`src/rtl/i2c_pkg.sv`:
```
// Shared I2C definitions: controller FSM states and SCL phase encoding.
// Imported by the master controller, its phase generator and the companion slave.
package i2c_pkg;

    typedef enum logic [3:0] {
        IDLE,
        START,
        ADDR,
        ADDR_ACK,
        WDATA,
        WACK,
        RDATA,
        MNACK,
        STOP
    } i2c_state_t;

    localparam logic [1:0] PH_LOW  = 2'd0;
    localparam logic [1:0] PH_RISE = 2'd1;
    localparam logic [1:0] PH_HIGH = 2'd2;
    localparam logic [1:0] PH_FALL = 2'd3;

    // SCL level for an ordinary data/ack bit in the given quarter phase
    function automatic logic scl_level(input logic [1:0] phase);
        return (phase == PH_RISE) || (phase == PH_HIGH);
    endfunction

endpackage

```
`src/rtl/i2c_phase_gen.sv`:
```
// Quarter-period timebase: QDIV clk per phase, 4 phases per SCL bit.
// Outputs are decoded from registered counters; counters hold at zero while run is low.
module i2c_phase_gen
    import i2c_pkg::*;
#(
    parameter int QDIV = 25
) (
    input  logic       clk,
    input  logic       rst_n,
    input  logic       run,
    output logic [1:0] phase,
    output logic       sample,
    output logic       bit_end
);

    localparam int QW = $clog2(QDIV);

    logic [QW-1:0] qcnt;
    logic          qlast;

    assign qlast = (qcnt == QW'(QDIV - 1));

    always_ff @(posedge clk or negedge rst_n) begin
        if (!rst_n) begin
            qcnt  <= '0;
            phase <= PH_LOW;
        end else if (!run) begin
            qcnt  <= '0;
            phase <= PH_LOW;
        end else if (qlast) begin
            qcnt  <= '0;
            phase <= phase + 2'd1;
        end else begin
            qcnt  <= qcnt + QW'(1);
        end
    end

    assign sample  = qlast && (phase == PH_HIGH);
    assign bit_end = qlast && (phase == PH_FALL);

endmodule

```
`src/rtl/i2c_master_ctrl.sv`:
```
// Single-byte I2C master: START, address+rw, one data byte (write or read), STOP.
// One command at a time; cmd_ready drops for the whole transaction, done pulses at the end.
module i2c_master_ctrl
    import i2c_pkg::*;
#(
    parameter int QDIV = 25
) (
    input  logic       clk,
    input  logic       rst_n,
    input  logic       cmd_valid,
    output logic       cmd_ready,
    input  logic       cmd_rw,
    input  logic [6:0] cmd_addr,
    input  logic [7:0] cmd_wdata,
    output logic [7:0] rdata,
    output logic       done,
    output logic       ack_err,
    output logic       busy,
    output logic       scl_o,
    output logic       sda_oe,
    input  logic       sda_i
);

    i2c_state_t state, state_n;
    logic [1:0] phase;
    logic       sample, bit_end;
    logic [2:0] bit_cnt;
    logic [7:0] sh;
    logic [7:0] wdata_q;
    logic       rw_q;
    logic       accept;
    logic       last_bit;

    assign cmd_ready = (state == IDLE) && !done;
    assign busy      = (state != IDLE) || done;
    assign accept    = cmd_valid && cmd_ready;
    assign last_bit  = bit_end && (bit_cnt == 3'd7);

    i2c_phase_gen #(.QDIV(QDIV)) u_phase (
        .clk     (clk),
        .rst_n   (rst_n),
        .run     (state != IDLE),
        .phase   (phase),
        .sample  (sample),
        .bit_end (bit_end)
    );

    always_ff @(posedge clk or negedge rst_n) begin
        if (!rst_n) state <= IDLE;
        else        state <= state_n;
    end

    always_comb begin
        state_n = state;
        scl_o   = 1'b1;
        sda_oe  = 1'b0;
        case (state)
            IDLE: if (accept) state_n = START;
            START: begin
                sda_oe = phase[1];
                if (bit_end) state_n = ADDR;
            end
            ADDR: begin
                scl_o  = scl_level(phase);
                sda_oe = ~sh[7];
                if (last_bit) state_n = ADDR_ACK;
            end
            ADDR_ACK: begin
                scl_o = scl_level(phase);
                if (bit_end) state_n = ack_err ? STOP : (rw_q ? RDATA : WDATA);
            end
            WDATA: begin
                scl_o  = scl_level(phase);
                sda_oe = ~sh[7];
                if (last_bit) state_n = WACK;
            end
            WACK: begin
                scl_o = scl_level(phase);
                if (bit_end) state_n = STOP;
            end
            RDATA: begin
                scl_o = scl_level(phase);
                if (last_bit) state_n = MNACK;
            end
            MNACK: begin
                scl_o = scl_level(phase);
                if (bit_end) state_n = STOP;
            end
            STOP: begin
                // SDA held low through the SCL rise, released once SCL is high
                scl_o  = (phase != PH_LOW);
                sda_oe = ~phase[1];
                if (bit_end) state_n = IDLE;
            end
            default: state_n = IDLE;
        endcase
    end

    always_ff @(posedge clk or negedge rst_n) begin
        if (!rst_n) begin
            rw_q    <= 1'b0;
            wdata_q <= 8'h00;
            sh      <= 8'h00;
            bit_cnt <= 3'd0;
            ack_err <= 1'b0;
            rdata   <= 8'h00;
            done    <= 1'b0;
        end else begin
            done <= (state == STOP) && bit_end;
            if (accept) begin
                rw_q    <= cmd_rw;
                wdata_q <= cmd_wdata;
                sh      <= {cmd_addr, cmd_rw};
                bit_cnt <= 3'd0;
                ack_err <= 1'b0;
            end
            if (sample && ((state == ADDR_ACK) || (state == WACK)) && sda_i)
                ack_err <= 1'b1;
            if (sample && (state == RDATA))
                sh <= {sh[6:0], sda_i};
            if (bit_end) begin
                case (state)
                    ADDR, WDATA: begin
                        sh      <= {sh[6:0], 1'b0};
                        bit_cnt <= bit_cnt + 3'd1;
                    end
                    ADDR_ACK: sh <= wdata_q;
                    RDATA: begin
                        bit_cnt <= bit_cnt + 3'd1;
                        if (bit_cnt == 3'd7) rdata <= sh;
                    end
                    default: ;
                endcase
            end
        end
    end

endmodule

```
`config.mk`:
```
export PLATFORM = sky130hd
export DESIGN_NAME = i2c_master_ctrl
export DESIGN_NICKNAME = d
export VERILOG_FILES = /design/src/rtl/i2c_pkg.sv /design/src/rtl/i2c_phase_gen.sv /design/src/rtl/i2c_master_ctrl.sv
export SDC_FILE = /design/constraint.sdc
export NUM_CORES = 1
export LEC_CHECK = 0
export ABC_AREA = 1
export CAP_MARGIN = 0
export CORE_MARGIN = 3
export CORE_UTILIZATION = 45
export DETAILED_ROUTE_END_ITERATION = 10
export PLACE_DENSITY_LB_ADDON = 0.15
export SYNTH_ARGS = -nofsm -noshare
export SYNTH_HDL_FRONTEND = slang
export SYNTH_SLANG_ARGS = --single-unit
```
`constraint.sdc`:
```
create_clock -name clk -period 2 [get_ports clk]
set_input_delay 0.4 -clock clk [delete_from_list [all_inputs] [get_ports clk]]
set_output_delay 0.4 -clock clk [all_outputs]
set_load 0.02 [all_outputs]
```
=== Word level (Yosys, flattened, before mapping) ===
Index checks and enable logic that the tools add are counted.

* Add/sub/neg operators: 3
* Bitwise logic cells: 2
* Multiplexer cells: 26
* Equal/unequal tests: 22
* Reductions and logical operators: 23

{| class="wikitable"
|+ Operators with widths
! cell !! number
|-
| $mux 4 || 9
|-
| $pmux 4 s8 || 1
|-
| $mux 8 || 3
|-
| $eq 4x3->1 const B || 4
|-
| $ne 2x2->1 const B || 8
|-
| $pmux 8 s2 || 1
|-
| $mux 5 || 2
|-
| $logic_and 1x1->1 || 9
|-
| $mux 3 || 3
|-
| $eq 4x2->1 const B || 2
|-
| $reduce_and 8->1 || 1
|-
| $mux 2 || 3
|-
| $reduce_or 6->1 || 1
|-
| $add 5x1->5 const B || 1
|-
| $eq 5x5->1 const B || 1
|-
| $eq 2x2->1 const B || 2
|-
| $eq 4x1->1 const B || 1
|-
| $eq 4x4->1 const B || 1
|-
| $logic_not 4->1 || 1
|-
| $reduce_bool 2->1 || 2
|-
| $reduce_bool 4->1 || 1
|-
| $reduce_or 2->1 || 2
|-
| $add 3x1->3 const B || 1
|-
| $eq 3x3->1 const B || 1
|-
| other kinds (11) || 15
|}

* Flip-flop bits (word level): 41
* Logic and storage cells: 86

=== Logic depth before layout (Yosys ltp) ===
Gate-level depths: netlist of run 1.

* Word-level depth: 7
* Gate-level depth with buffers: 11
* Mapped depth without buffers: 11

=== Cells and area by module ===
A second synthesis of run 1 with hierarchy kept.

* Cell total of the unflattened synthesis: 313
* Area, all modules: 2,363.5 um2

{| class="wikitable"
|+ Modules (own cells, without submodules)
! module !! cells each !! times used !! area each (um2)
|-
| i2c_master_ctrl || 262 || 1 || 1,961.9
|-
| i2c_phase_gen || 51 || 1 || 401.6
|}

=== Least setup slack after synthesis of run 1 ===
No wires, ideal clock.

* Path type: register to output
* From: register state[3]
* To: output port sda_oe
* Stages on the path, launching flop included: 6
* Slack: 378 ps
* Arrival: 1,222 ps
* Cells stage by stage: dfrtp_1 > nor2_1 > nand3_1 > nand2_1 > nand2_1 > o211ai_1

* Word-level cells in the longest chain between the ends: 3

{| class="wikitable"
|+ RTL lines
! element !! RTL line !! RTL
|-
| start: declaration || i2c_master_ctrl.sv:24 || <nowiki>i2c_state_t state, state_n;</nowiki>
|-
| start signal: assignment || i2c_master_ctrl.sv:50 || <nowiki>else state <= state_n;</nowiki>
|-
| $eq 4x3->1 / $eq 4x2->1 (equally long branches) || i2c_master_ctrl.sv:57 || <nowiki>case (state)</nowiki>
|-
| $reduce_or 2->1 (no source line) || n/a ||
|-
| $pmux 1 s3 (*) || i2c_master_ctrl.sv:57 ||
|-
| end: declaration || i2c_master_ctrl.sv:20 || <nowiki>output logic sda_oe,</nowiki>
|}

Mark *: on every way between the ends. The rest lies on a longest branch, timed or not.

=== Worst setup path in the final report of run 1 ===
* From: register state[1]
* To: output port cmd_ready

* Word-level cells in the longest chain between the ends: 2

{| class="wikitable"
|+ RTL lines
! element !! RTL line !! RTL
|-
| $logic_not 4->1 || i2c_master_ctrl.sv:34 || <nowiki>assign cmd_ready = (state == IDLE) && !done;</nowiki>
|-
| $logic_and 1x1->1 || i2c_master_ctrl.sv:34 ||
|-
| end: declaration || i2c_master_ctrl.sv:11 || <nowiki>output logic cmd_ready,</nowiki>
|}

No other way between the ends.

==> results of run 1 <==
## cell type report
type,instances,area [µm²],area share (%)
clock buffers,5,68.8,2.31
clock inverters,1,5.00,0.168
inverters,51,196,6.59
multi-input cells,216,1150,38.5
flip-flops and latches,41,1030,34.5
well taps,70,87.6,2.94
repair buffers,51,445,14.9
## kinds of logic after synthesis
kind of cell,synth area share [%]
adder cells (fa/ha/maj),3.62
AO/OA/AOI/OAI,7.04
XOR/XNOR,1.09
AND/OR/NAND/NOR,35.6
buffers and inverters,10.2
flip-flops,42.5
## metrics by stage
| step | area [µm²] | setup WS (ps) | hold WS [ps] |
|---|---|---|---|
| final | 2980 | 79.4 | 114 |
| after detailed placement | 2910 | 12.1 | 455 |
| after floorplan | 2420 | 378 | 104 |
| after global placement | 2910 | 42.3 | 458 |
| after global routing | 2980 | 3.54 | 162 |
| after CTS | 2990 | 4.45 | 140 |
## sequential cells by signal, indices dropped and copies added, names as in the netlist, 2 cells and up
register	count
sh	8
wdata_q	8
bit_cnt	3
rdata	8
state	4
u_phase.qcnt	5
u_phase.phase	2
## power breakdown
part           internal [W]  switching, W
logic             0.0000352     0.0000259
registers          0.000828             0
clock network      0.000230      0.000276
## worst max-delay path: stages (launching register included)
cell	delay [ps]
dfrtp_2	450
nor2_4	150
buf_4	140
nand2_4	70
nor2_8	110
clkdlybuf4s15_1	310
## worst min-delay path by stage
| stage | to | slack, ps | depth (start not counted) |
|---|---|---|---|
| floorplan | ack_err | 100 | 0 |
| global placement | u_phase.phase[0] | 460 | 1 |
| detailed placement | u_phase.qcnt[0] | 460 | 1 |
| CTS | u_phase.qcnt[0] | 140 | 1 |
| global route | u_phase.qcnt[0] | 160 | 1 |
| finish | u_phase.qcnt[0] | 110 | 1 |
## layer usage
| layer | share of wire (%) | track usage [%] | vias to the layer above | routed length, µm |
|---|---|---|---|---|
| met2 | 47 | 28.7 | 46 | 2500 |
| met3 | 4.3 | 4.08 | 7 | 229 |
| li1 | - | - | 1092 | - |
| met1 | 48 | 25.7 | 976 | 2540 |
| met5 | 0 | 0 | - | 0 |
| met4 | 1.3 | 4.64 | 0 | 71 |
## cells in the final DEF, fill, tap and decap left out, drive strengths merged
master | netlist | layout
dfrtp | 41 | 41
a21oi | 2 | 2
nor3 | 3 | 3
clkbuf | 0 | 6
o211ai | 1 | 1
o31ai | 1 | 1
nand2 | 110 | 110
inv | 51 | 51
nand3 | 46 | 46
xnor2 | 1 | 1
nor2 | 18 | 18
nand4 | 2 | 2
ha | 7 | 7
buf | 6 | 21
clkdlybuf4s50 | 0 | 28
clkdlybuf4s15 | 0 | 1
o21ai | 23 | 23
xor2 | 2 | 2
clkinv | 0 | 1
## repair_timing
action                                  CTS  global route
hold buffers                              0             0
gates cloned                              0             0
pin swaps                                 0             0
resized for setup                         9             8
endpoints found under the setup margin    4             4
==> reports/results.ini, run 1 <==
[finish]
fin_util_pct = 58.0
area_growth_pct = 23.4
nets = 393
num-fill-cells = 518
num_antenna_cells = 0
stdcell_count = 435
drive_above_1_share_pct = 16.7

[detailed_routing]
wl_mm = 5.34
viasPerCell = 4.88
drc_errors = 0
ant_nets = 0
drt_iter0_drc = 126
vias = 2121
wire_per_inst_um = 12.3
firstDrtPassIters = 4

[sta]
skew_ps = 7.12
clock.fmax_ghz = 0.521
relSlewSlack_pct = 58.5
fin_crit_ps = 1920
setup_tns_ps = 0
rsz0062_at_grt = false
hold_viol = 0
setup_viol = 0
min_period_over_period_pct = 96.0
tightest_slew_ps = 622
drv_slew = 0

[synth]
syn_nets = 341
yosysWarnings = 0
async_reset_ff_share_pct = 100
synth.avg_cell_area_um2 = 7.69
synth_common_cells = 104 x nand2_1, 45 x inv_1, 44 x nand3_1
synth.distinct_cells = 29
ys.flop_type = dfrtp_1
netlist.area_leader.share_pct = 42.5
syn_inst = 314
synth_edf_count = 0
yosys.area.top_type = dfrtp_1
synthMostInstantiatedCell = nand2_1
syn_area_um2 = 2420
yosys-top-cells-area = dfrtp_1 42%, nand2_1 16%, nand3_1 9.1%
yosysSeqAreaShare_pct = 42.5
synth-seq-cells = 41

[power_and_ir_drop]
peakVddDrop_uv = 269
p_leak_nw = 1.56
power_w = 0.00140
power_density_nw_per_um2 = 468

[clock_network]
cts_tree = done
cts_inserted_buffers = 5
cts_setup_buffers = 0
cts_root_buf = clkbuf_8
insertion_delay_ps = 290
cts_max_path_buffers = 2
cts_max_level = 2
cts_num_sinks = 41
clkSlewWorstSetupHoldPaths_ps = 80

[critical_path]
cp-end-kind = output pin
crit_path_end = cmd_ready
r2r_end = state[0]
r2r_cells = 9
rrSetupSlack_ps = 270
required_ps = 1600
critPathMaxFanout = 5
startpoint = state[1]
path_class = flop to output pin
start_kind = flop
r2r-start = u_phase.qcnt[0]
critPathArrivalTime_ps = 1520

[die]
dieWidth_um = 79.3
initial_core_util_pct = 47.0
die_h_um = 79.3
core_um2 = 5140
ios = 34
dieArea_um2 = 6280
rows = 26

[global_routing]
grtUsageTotal_pct = 18.3
grt_max_degree = 28
grt_pass1_wl_mm = 9.03
antenna_found_initial = 0
grt_pass1_vias = 1908
overflow = 0

[placed_design]
io_buffer_count = 33
placed_cells = 429
dpl.hpwl_mm = 4.12
gp_congestion = 0.875

[job]
drv_cap = 0

[worst_hold_path]
worstHoldPathType = input port to async pin

[status]
status = finished clean

Power figures use the tool's default switching activity.
==> run 2, diff against run 1 <==
--- a/config.mk
+++ b/config.mk
@@ -10,7 +10,7 @@
 export CORE_MARGIN = 3
 export CORE_UTILIZATION = 45
 export DETAILED_ROUTE_END_ITERATION = 10
-export PLACE_DENSITY_LB_ADDON = 0.15
+export PLACE_DENSITY = 0.78
 export SYNTH_ARGS = -nofsm -noshare
 export SYNTH_HDL_FRONTEND = slang
 export SYNTH_SLANG_ARGS = --single-unit
==> reports/results.ini, run 2 (same netlist as run 1, synthesis figures left out) <==
[critical_path]
path_class = flop to output pin
cp_slowest_cell = clkdlybuf4s50_1
cp-end-kind = output pin
required_ps = 1600
cp_num_buf_inv = 1
critPathArrivalTime_ps = 1450
critPathMaxFanout = 4
slowest_delay_ps = 680
worstPathCellList = clkdlybuf4s50_1
start_kind = flop
critical_path.top_delay_family = buffers and inverters

[finish]
reg.largest.list = rdata: 8 flops, sh: 8 flops, wdata_q: 8 flops
stdcell_count = 439
area_growth_pct = 25.3
drive_above_1_share_pct = 17.3
finish.instance_area_um2 = 3030
nets = 396
final_common_cell = nand2_1
final_cell_mix = 104 x nand2_1, 45 x inv_1, 44 x nand3_1
fin_util_pct = 58.9
num_antenna_cells = 0

[sta]
relSlewSlack_pct = 64.7
fin_crit_ps = 1850
rsz0062_at_grt = false
drv_slew = 0
hold_viol = 0
hold_ws_ps = 26.1
tightest_slew_ps = 524
clock.fmax_ghz = 0.539
min_period_over_period_pct = 92.7
skew_ps = 7.40
setup_viol = 0

[placed_design]
dpl.hpwl_mm = 4.14
io_buffer_count = 33
placed_cells = 429
place_area_um2 = 2910
gp_congestion = 0.919

[detailed_routing]
firstDrtPassIters = 6
drc_errors = 0
wl_mm = 5.46
viasPerCell = 4.85
ant_nets = 0
vias = 2127
drt_iter0_drc = 131
wire_per_inst_um = 12.4

[global_routing]
overflow = 0
grt_max_degree = 19
grt_pass1_vias = 2039
grtUsageTotal_pct = 18.5
grt_pass1_wl_mm = 9.17
antenna_found_initial = 0

[clock_network]
cts_max_level = 2
clkSlewWorstSetupHoldPaths_ps = 70
cts_max_path_buffers = 2
cts_tree = done
cts_root_buf = clkbuf_8
cts_inserted_buffers = 5
cts_num_sinks = 41
insertion_delay_ps = 290

[die]
initial_core_util_pct = 47.0
core_um2 = 5140
ios = 34
rows = 26
dieWidth_um = 79.3
die_h_um = 79.3
dieArea_um2 = 6280

[power_and_ir_drop]
peakVddDrop_uv = 227
power_density_nw_per_um2 = 503
p_leak_nw = 1.59

[job]
drv_cap = 0

[status]
status = finished clean

[worst_hold_path]
worstHoldPathType = input port to async pin

## run 2: changes by cell type in the layout (fill, tap and decap cells not counted)
cell and change:
dfrtp_2 -2, clkdlybuf4s15_1 -1, buf_4 +3, bufinv_16 +1, clkbuf_2 +1, dfrtp_1 +2
## run 2: layer usage
layer  vias to the layer above  share of wire (%)  GRT usage (%)  wire length (µm)
li1                       1083                  -              -                 -
met1                       972                 45           23.4              2440
met2                        60                 48           31.5              2630
met3                        12                4.9           3.74               265
met4                         0                2.2           6.53               122
met5                         -                  0              0                 0
## run 2: path summary, 6_finish.rpt
| check | cells past startpoint | start | endpoint | slack (ps) |
|---|---|---|---|---|
| worst max-delay path | 1 | done | done | 150 |
| worst min-delay path | 1 | rst_n | rdata[5] | 30 |
| worst max register to register | 9 | u_phase.qcnt[0] | state[2] | 240 |
| worst min register to register | 2 | wdata_q[0] | sh[0] | 480 |
| max in group asynchronous | 2 | rst_n | u_phase.phase[0] | 1450 |
| min in group clk | 2 | wdata_q[0] | sh[0] | 480 |
## run 2: what timing repair did
item,CTS,global route
cloned,0,0
pin swaps,1,0
endpoints found under the setup margin,4,4
hold endpoints to repair,0,0
hold buffers,0,0
resized for setup,8,8
buffers inserted,1,2
## run 2: layout make-up
class                      count  area (µm²)
fill                         492        2110
inverter                      51         196
multi-input combinational    216        1150
timing repair buffer          54         463
sequential                    41        1030
clock buffer                   5        68.8
clock inverter                 2        35.0
tap                           70        87.6
## run 2: stage by stage
step / worst slack [ps] / power, W / TNS [ps]
after floorplan: 378 / 0.000849 / 0
after global placement: 58.5 / 0.000907 / 0
after detailed placement: -5.42 / 0.000907 / -5.42
after CTS: 2.99 / 0.00154 / 0
after global routing: 6.89 / 0.00158 / 0
final: 146 / 0.00152 / 0
## run 2: power breakdown
| part | internal (W) | switching (W) |
|---|---|---|
| combinational | 0.0000353 | 0.0000262 |
| sequential | 0.000828 | 0 |
| clock | 0.000363 | 0.000271 |
| total | 0.00123 | 0.000298 |
==> run 3, diff against run 2 <==
--- a/config.mk
+++ b/config.mk
@@ -10,6 +10,7 @@
 export CORE_MARGIN = 3
 export CORE_UTILIZATION = 45
 export DETAILED_ROUTE_END_ITERATION = 10
+export GPL_TIMING_DRIVEN = 0
 export PLACE_DENSITY = 0.78
 export SYNTH_ARGS = -nofsm -noshare
 export SYNTH_HDL_FRONTEND = slang
==> reports/results.ini, run 3 (same netlist as run 1, synthesis figures left out) <==
[global_routing]
antenna_found_initial = 0
grt_pass1_wl_mm = 9.18
overflow = 0
grtUsageTotal_pct = 18.6
grt_max_degree = 42
grt_pass1_vias = 2050

[die]
core_um2 = 5140
dieWidth_um = 79.3
initial_core_util_pct = 47.0
ios = 34
dieArea_um2 = 6280
die_h_um = 79.3
rows = 26

[sta]
hold_viol = 0
fin_crit_ps = 1960
rsz0062_at_grt = true
setup_ws_ps = 38.8
clock.fmax_ghz = 0.510
setup_viol = 0
skew_ps = 6.37
relSlewSlack_pct = 38.7
drv_slew = 0
min_period_over_period_pct = 98.1
tightest_slew_ps = 919
setup_tns_ps = 0

[clock_network]
cts_inserted_buffers = 5
cts_max_path_buffers = 2
insertion_delay_ps = 300
cts_root_buf = clkbuf_8
cts_num_sinks = 41
cts_max_level = 2
clkSlewWorstSetupHoldPaths_ps = 80
cts_tree = done
holdBufCountCts = 0

[finish]
stdcell_count = 433
final_common_cell = nand2_1
num_antenna_cells = 0
multi_input_area_um2 = 1160
fin_util_pct = 58.2
seq_area_um2 = 1030
nets = 389
area_growth_pct = 23.9
reg.largest.list = rdata: 8 flops, sh: 8 flops, wdata_q: 8 flops
drive_above_1_share_pct = 18.7
num-fill-cells = 508
final_cell_mix = 102 x nand2_1, 44 x nand3_1, 41 x inv_1

[critical_path]
startpoint = state[1]
required_ps = 1600
path_class = flop to output pin
critPathMaxFanout = 8
critPathArrivalTime_ps = 1560
start_kind = flop
r2r-start = u_phase.qcnt[0]
cp-end-kind = output pin

[placed_design]
dpl.hpwl_mm = 3.83
gp_congestion = 0.860
place_ws_ps = -355
io_buffer_count = 32
placed_cells = 416

[power_and_ir_drop]
peakVddDrop_uv = 245
p_leak_nw = 1.55
power_density_nw_per_um2 = 496

[detailed_routing]
drt_iter0_drc = 172
wl_mm = 5.33
firstDrtPassIters = 4
vias = 2109
ant_nets = 0
wire_per_inst_um = 12.3
drc_errors = 0
viasPerCell = 4.87

[status]
status = finished clean

[worst_hold_path]
worstHoldPathType = input port to async pin

[job]
drv_cap = 0

[run 3: cell count changes in the layout (fill, tap and decap cells not counted), moves of 2 or more]
cell	before	now
buf_4	21	13
inv_1	45	41
inv_2	4	8
buf_6	0	2
clkbuf_8	5	7
nand2_1	104	102
nand2_2	4	6
nor2_1	13	11
[run 3: layout make-up]
| type | count | area share [%] |
|---|---|---|
| plain buffers | 6 | 1.67 |
| clock buffers | 7 | 3.22 |
| clock inverters | 1 | 0.167 |
| inverters | 51 | 6.56 |
| multi-input cells | 216 | 38.9 |
| flip-flops and latches | 41 | 34.4 |
| well taps | 70 | 2.93 |
| repair buffers | 41 | 12.2 |
[run 3: layer usage]
layer / global-route usage (%) / wire (µm)
met5: 0 / 0
met4: 7.90 / 136
met3: 3.85 / 265
met2: 30.5 / 2520
met1: 23.9 / 2410
[run 3: timing repair]
| item | in CTS | in global routing |
|---|---|---|
| cloned | 0 | 0 |
| resized for setup | 20 | 7 |
| setup buffers | 7 | 2 |
| hold endpoints to repair | 0 | 0 |
| pin swaps | 4 | 1 |
| setup endpoints to repair | 4 | 4 |
[run 3: report_power, final]
part / internal (W) / switching [W]
combinational: 0.0000304 / 0.0000246
clock: 0.000312 / 0.000290
sequential: 0.000828 / 0
total: 0.00117 / 0.000315
[run 3: critical path: stages (launching register included)]
cell	delay (ps)
dfrtp_1	360
buf_4	160
nor2_4	200
nand3_1	130
o211ai_1	220
buf_4	180
[run 3: final timing paths]
check                           end  slack (ps)  cells past startpoint
setup / recovery             sda_oe          40                      5
hold / removal             rdata[5]         230                      1
setup reg to reg           state[1]         270                      9
hold reg to reg            rdata[1]         480                      2
max in group asynchronous  state[2]        1140                      1
min in group clk           rdata[1]         480                      2
[run 3: metrics by stage]
step | area (µm²) | hold slack (ps) | power, W
5_1_grt | 2990 | 294 | 0.00154
6_report | 2990 | 228 | 0.00149
3_3_place_gp | 2820 | 460 | 0.000902
3_5_place_dp | 2820 | 470 | 0.000901
2_1_floorplan | 2420 | 104 | 0.000849
4_1_cts | 2980 | 257 | 0.00150
